## src/rtl/sobel_gradient_pipe.sv

```systemverilog
// sobel_gradient_pipe
//   Three-stage Sobel gradient unit with a valid/ready stream interface.
//   It computes Gx and Gy for a 3x3 window and outputs |Gx|, |Gy|, their
//   sign bits and the L1 magnitude |Gx|+|Gy|. It accepts one window per
//   cycle, and each window takes 3 cycles from input to output.
//
//   Optional feature: define SOBEL_MAG_CLAMP_EN to saturate mag to
//   2^PIXEL_W-1. When the macro is defined, the result can be written
//   directly as an output pixel.
//
//   Ports
//     clk, rst            single clock, synchronous active-high reset
//     window[9*PIXEL_W]   pixels w0..w8, row-major, w0 in the LSBs
//     in_valid/in_ready   input handshake (in_ready = advance && !rst)
//     gx_abs, gy_abs      |Gx|, |Gy|            (GRAD_W bits)
//     gx_neg, gy_neg      Gx < 0, Gy < 0
//     mag                 |Gx| + |Gy|           (MAG_W bits)
//     out_valid/out_ready output handshake

// Per-axis datapath for S1 and S2.
// S1 registers the weighted sum of the positive taps and the weighted sum
// of the negative taps. The middle tap of each group has weight 2.
// S2 registers the absolute value and sign of the difference.
module sobel_axis #(
    parameter int PIXEL_W = 8
) (
    input  logic                          clk,
    input  logic                          rst,
    input  logic                          advance,
    input  logic [2:0][PIXEL_W-1:0]       pos_taps,
    input  logic [2:0][PIXEL_W-1:0]       neg_taps,
    output logic [PIXEL_W+1:0]            abs_q,
    output logic                          neg_q
);
    localparam int SUM_W = PIXEL_W + 2;

    logic [SUM_W-1:0]        pos_sum_d, neg_sum_d;
    logic [SUM_W-1:0]        pos_sum_q, neg_sum_q;
    logic signed [SUM_W:0]   diff;
    logic [SUM_W-1:0]        abs_d;

    // Each sum is at most 4*(2^PIXEL_W-1), so it fits in PIXEL_W+2 bits.
    assign pos_sum_d = {2'b00, pos_taps[0]} + {1'b0, pos_taps[1], 1'b0} + {2'b00, pos_taps[2]};
    assign neg_sum_d = {2'b00, neg_taps[0]} + {1'b0, neg_taps[1], 1'b0} + {2'b00, neg_taps[2]};

    assign diff  = signed'({1'b0, pos_sum_q}) - signed'({1'b0, neg_sum_q});
    // The magnitude is bounded by 4*(2^PIXEL_W-1). Truncating to SUM_W bits
    // therefore loses nothing.
    assign abs_d = SUM_W'(diff[SUM_W] ? -diff : diff);

    always_ff @(posedge clk) begin
        if (rst) begin
            pos_sum_q <= '0;
            neg_sum_q <= '0;
            abs_q     <= '0;
            neg_q     <= 1'b0;
        end else if (advance) begin
            pos_sum_q <= pos_sum_d;
            neg_sum_q <= neg_sum_d;
            abs_q     <= abs_d;
            neg_q     <= diff[SUM_W];
        end
    end
endmodule

module sobel_gradient_pipe #(
    parameter int PIXEL_W = 8
) (
    input  logic                   clk,
    input  logic                   rst,
    input  logic [9*PIXEL_W-1:0]   window,
    input  logic                   in_valid,
    output logic                   in_ready,
    output logic [PIXEL_W+1:0]     gx_abs,
    output logic [PIXEL_W+1:0]     gy_abs,
    output logic                   gx_neg,
    output logic                   gy_neg,
    output logic [PIXEL_W+2:0]     mag,
    output logic                   out_valid,
    input  logic                   out_ready
);
    localparam int GRAD_W   = PIXEL_W + 2;
    localparam int MAG_W    = PIXEL_W + 3;
    localparam int STAGES   = 3;
    localparam int NUM_AXES = 2;   // 0 = x, 1 = y

    logic [8:0][PIXEL_W-1:0]                 w;
    logic [NUM_AXES-1:0][2:0][PIXEL_W-1:0]   pos_taps, neg_taps;
    logic [NUM_AXES-1:0][GRAD_W-1:0]         abs_s2;
    logic [NUM_AXES-1:0]                     neg_s2;
    logic [STAGES-1:0]                       vld_pipe;
    logic                                    advance, accept;
    logic [MAG_W-1:0]                        mag_sum, mag_d;
    logic                                    unused_center;

    assign w = window;
    // The center pixel has zero weight in both kernels.
    assign unused_center = ^w[4];

    // Tap order is {weight-1, weight-2, weight-1}.
    // The middle element gets weight 2.
    assign pos_taps[0] = {w[8], w[5], w[2]};
    assign neg_taps[0] = {w[6], w[3], w[0]};
    assign pos_taps[1] = {w[8], w[7], w[6]};
    assign neg_taps[1] = {w[2], w[1], w[0]};

    // Global stall: the whole pipe freezes, including bubbles, whenever
    // the output slot is occupied and downstream is not taking it.
    assign out_valid = vld_pipe[STAGES-1];
    assign advance   = !out_valid || out_ready;
    assign in_ready  = advance && !rst;
    assign accept    = in_valid && in_ready;

    for (genvar a = 0; a < NUM_AXES; a++) begin : g_axis
        sobel_axis #(.PIXEL_W(PIXEL_W)) u_axis (
            .clk      (clk),
            .rst      (rst),
            .advance  (advance),
            .pos_taps (pos_taps[a]),
            .neg_taps (neg_taps[a]),
            .abs_q    (abs_s2[a]),
            .neg_q    (neg_s2[a])
        );
    end

    // The sum is at most 8*(2^PIXEL_W-1), which fits in MAG_W bits.
    assign mag_sum = MAG_W'(abs_s2[0]) + MAG_W'(abs_s2[1]);

`ifdef SOBEL_MAG_CLAMP_EN
    localparam logic [MAG_W-1:0] PIX_MAX = MAG_W'((1 << PIXEL_W) - 1);
    assign mag_d = (mag_sum > PIX_MAX) ? PIX_MAX : mag_sum;
`else
    assign mag_d = mag_sum;
`endif

    always_ff @(posedge clk) begin
        if (rst) begin
            vld_pipe <= '0;
            gx_abs   <= '0;
            gy_abs   <= '0;
            gx_neg   <= 1'b0;
            gy_neg   <= 1'b0;
            mag      <= '0;
        end else if (advance) begin
            vld_pipe <= {vld_pipe[STAGES-2:0], accept};
            gx_abs   <= abs_s2[0];
            gy_abs   <= abs_s2[1];
            gx_neg   <= neg_s2[0];
            gy_neg   <= neg_s2[1];
            mag      <= mag_d;
        end
    end
endmodule

```

## config.mk

```make
export PLATFORM = sky130hd
export DESIGN_NAME = sobel_gradient_pipe
export DESIGN_NICKNAME = d
export VERILOG_FILES = /design/src/rtl/sobel_gradient_pipe.sv
export SDC_FILE = /design/constraint.sdc
export NUM_CORES = 1
export LEC_CHECK = 0
export ABC_AREA = 1
export BUFFER_PORTS_ARGS = -buffer_cell sky130_fd_sc_hd__buf_4
export CAP_MARGIN = 30
export CELL_PAD_IN_SITES_DETAIL_PLACEMENT = 0
export CELL_PAD_IN_SITES_GLOBAL_PLACEMENT = 1
export CORE_AREA = 2 2 140 142
export CTS_BUF_LIST = sky130_fd_sc_hd__clkbuf_16
export DETAILED_ROUTE_END_ITERATION = 12
export DIE_AREA = 0 0 142 144
export MAX_ROUTING_LAYER = met4
export PLACE_DENSITY = 0.88
export SETUP_SLACK_MARGIN = 0.3
export SLEW_MARGIN = 20
export SYNTH_ARGS = -nofsm -noshare
export SYNTH_HDL_FRONTEND = slang
export SYNTH_SLANG_ARGS = --single-unit
```

## constraint.sdc

```tcl
create_clock -name clk -period 2 [get_ports clk]
set_input_delay 0.1 -clock clk [delete_from_list [all_inputs] [get_ports clk]]
set_output_delay 0.1 -clock clk [all_outputs]
set_load 0.1 [all_outputs]
```

==> metrics.md <==
| Metric | Value |
|---|---|
| Relative slew slack | `66.08%` |
| Tot Pwr | `~13 mW` |
| Tot GR Track Use | `between 20% and 30%` |
| Ant diodes | `0` |
| Unrepaired setup endpoints after global routing | `true` |
| Int Power | `just under 7 mW` |
| Post-synthesis sequential area ratio | `27.86%` |
| Post-synthesis cell area | `approximately 7000 um^2` |
| Pwr Density | `around 1300 nW/um^2` |
| Worst-skew pair later-pin latency | `0.35 ns` |
| Top_reg_cell synth | `dfxtp_1` |
| Die ar. | `20450 um^2` |
| Setup crit end kind | `flip-flop` |
| Sw power | `6.160 mW` |
| Starting DRT DRC Count | `about 260` |
| Tightest Hold Check Type | `input port to flip-flop` |
| Pleak | `4.811 nW` |
| Core area | `roughly 19000 um^2` |
| Fill count | `1788` |
| Initial Util | `36.91%` |
| Mapped Cells | `939` |
| Clk buf depth | `2` |
| Sequential power share | `21.7%` |
| Yosys warning total | `0` |
| Initial antenna violation count | `0` |
| Die Wd | `142 um` |
| Final Hold Vio Count | `0` |
| Layout net count | `1316` |
| Top Ports | `111` |
| CTS tree | `yes` |
| Synth unique cells | `41` |
| Antenna-violating nets left | `0` |
| Die height | `144 um` |
| Synthesized flop and latch total | `98` |
| CTS clk-pin slew, worst paths | `0.07 ns` |
| CP Max Fanout | `3` |
| Startpoint types | `flip-flop` |
| CTS Root Cell | `clkbuf_16` |
| Final Setup Violations | `13` |
| Vias in the first global route | `6442` |
| WL/cell | `15.05 um` |
| Via count | `about 7000` |
| Row Count | `51` |
| Pre-antenna DRT Iters | `5` |
| EDFF count, synth | `0` |
| GP Congestion | `0.9065` |
| DP Worst Slack | `-0.2433 ns` |
| Slew Limit Fails | `0` |
| Htree depth | `3` |
| Clock Sinks | `98` |
| Slew of the pin with the lowest slew margin | `0.5088 ns` |
| Global-route wire length before repair | `roughly 32 mm` |
| Clock power share | `14.3%` |
| Worst setup margin | `-0.1474 ns` |
| Overflow left after global routing | `0` |
| Routed WL | `roughly 21 mm` |
| Max VDD drop | `0.4997 mV` |
| Avg Vias per Cell | `about 4.9` |
| Sw Ratio | `47.20%` |
| Cts bufs inserted | `9` |
| Port bufs | `102` |
| Share of cells above drive strength 1 | `between 30% and 40%` |
| Final period util | `107.4%` |
| Critical path type | `flip-flop to flip-flop` |
| Post-synthesis area per instance | `approximately 7.5 um^2` |
| Max Clk Rate | `465.7 MHz` |
| Area delta synth->final | `40.46%` |
| HPWL after detailed placement | `15.43 mm` |
| Final setup TNS | `-0.9639 ns` |
| Largest net degree at the start of global routing | `47` |
| Clock skew | `0.005630 ns` |
| Max Cap Viol | `0` |
| Syn_nets | `roughly 1100` |
| DRC viols | `0` |
| Failing checks | `negative setup slack` |
| Required @ worst endpoint | `between 2 and 2.5 ns` |
| Status | `finished, violations left` |
| Final Critical Period | `2.147 ns` |
| Layout Utilization | `between 50% and 60%` |
| Gate power share | `64.0%` |
| Critical Path AT | `2.41 ns` |
| Async SR Flop Fraction | `0%` |
[placed cells by master (no fill, tap or decap), drive strengths merged, types with 15 or more instances in the layout]
cell type	count
dfxtp	98
o22ai	17
nand3	56
fa	35
ha	68
nand2	221
nor2	55
inv	146
a21oi	66
xor2	15
o21ai	74
buf	208
[layer usage]
metal	GRT usage (%)	part of all wire, %	vias up
li1	-	-	3463
met1	25.74	46	3144
met2	34.17	48	172
met3	2.848	4.8	18
met4	5.053	1.4	0
met5	-	0	-
[cells in the mapped netlist (4+ instances only)]
cell	instances	share of area (%)
nand3b_1	7	0.75
dfxtp_1	98	28
nand2_1	211	11
a21oi_1	64	4.5
and2_1	4	0.36
ha_1	68	12
nand3_1	51	3.6
o21ai_0	69	4.9
nor3_1	4	0.28
inv_1	144	7.7
xnor2_1	8	1.0
nor2_2	8	0.71
a22o_1	13	1.6
nand2_2	9	0.80
buf_2	10	0.71
xor2_1	15	1.9
a21o_1	5	0.53
fa_1	35	10
nor2_1	47	2.5
o21ai_1	5	0.36
nand3_2	4	0.57
o22ai_1	17	1.5
a31oi_1	6	0.53
clkbuf_1	8	0.43
nand4_1	8	0.71
[logic make-up (layout without fill, tap and decap cells)]
group | after synthesis | count (layout) | synth area share (%)
simple gates | 360 | 360 | 22.55
buf+inv | 169 | 372 | 9.684
xor+xnor | 23 | 23 | 2.861
flops | 98 | 98 | 27.86
compound gates | 186 | 186 | 15.01
fa+ha+maj | 103 | 103 | 22.03
[timing repair]
action	CTS	global route
cloned	0	1
hold buffers	1	0
buffers inserted	21	17
gates resized for setup	78	104
endpoints found under the hold margin	1	0
setup endpoints to repair	31	53
pin swaps	40	52
[flip-flops by register name, indices dropped and copies added (netlist names)]
name / cells
g_axis.u_axis.abs_q: 20
g_axis.u_axis.neg_sum_q: 20
g_axis.u_axis.pos_sum_q: 20
mag: 11
gx_abs: 10
gy_abs: 10
vld_pipe: 3
g_axis.u_axis.neg_q: 2
gx_neg: 1
gy_neg: 1
[cell type report]
class                           instances  area [um^2]  area share (%)
Tap cell                              238        297.8           3.011
Multi-Input combinational cell        672         5016           50.71
Clock buffer                            9        225.2           2.277
Inverter                              146        556.8           5.629
Sequential cell                        98         1981           20.03
Clock inverter                          7        90.09          0.9108
Timing Repair Buffer                  209         1717           17.36
Timing Repair inverter                  1        7.507         0.07590
[power by group through the flow]
stage	Sequential, mW	Clock (mW)	Combinational, mW
6_report	2.83	1.87	8.35
4_1_cts	2.78	1.89	7.53
5_1_grt	2.87	1.99	9.14
3_5_place_dp	2.80	0	6.99
2_1_floorplan	3.91	0	3.90
3_3_place_gp	2.79	0	6.90
[final timing paths]
kind / from / end / slack [ns] / depth (start not counted)
min reg2reg: mag[8] / mag[8] / 0.45 / 2
min: rst / mag[10] / 0.12 / 2
max reg2reg: g_axis[0].u_axis.pos_sum_q[0] / g_axis[0].u_axis.abs_q[9] / -0.15 / 17
max: g_axis[0].u_axis.pos_sum_q[0] / g_axis[0].u_axis.abs_q[9] / -0.15 / 17
[per-stage QoR]
stage          instance area [um^2]  std cells  hold WS (ns)
6_report                       9891       1380        0.1194
5_1_grt                        9891       1380        0.1216
4_1_cts                        9321       1362        0.1048
3_5_place_dp                   8584       1324        0.3111
3_3_place_gp                   8584       1324        0.3006
2_1_floorplan                  7129        939        0.2127
[worst max-delay path: stages, from the launching register on]
cell	delay (ns)
dfxtp_2	0.33
inv_2	0.05
ha_4	0.15
inv_2	0.06
fa_2	0.43
inv_2	0.09
buf_6	0.11
nand2_4	0.04
nor2_4	0.11
nand3_2	0.11
nor2_4	0.12
nand3_2	0.10
nand2_2	0.08
nand2_1	0.05
nand2_1	0.05
nand3_1	0.06
nand2_1	0.08
inv_1	0.03
(Power assumes the default switching activity.)
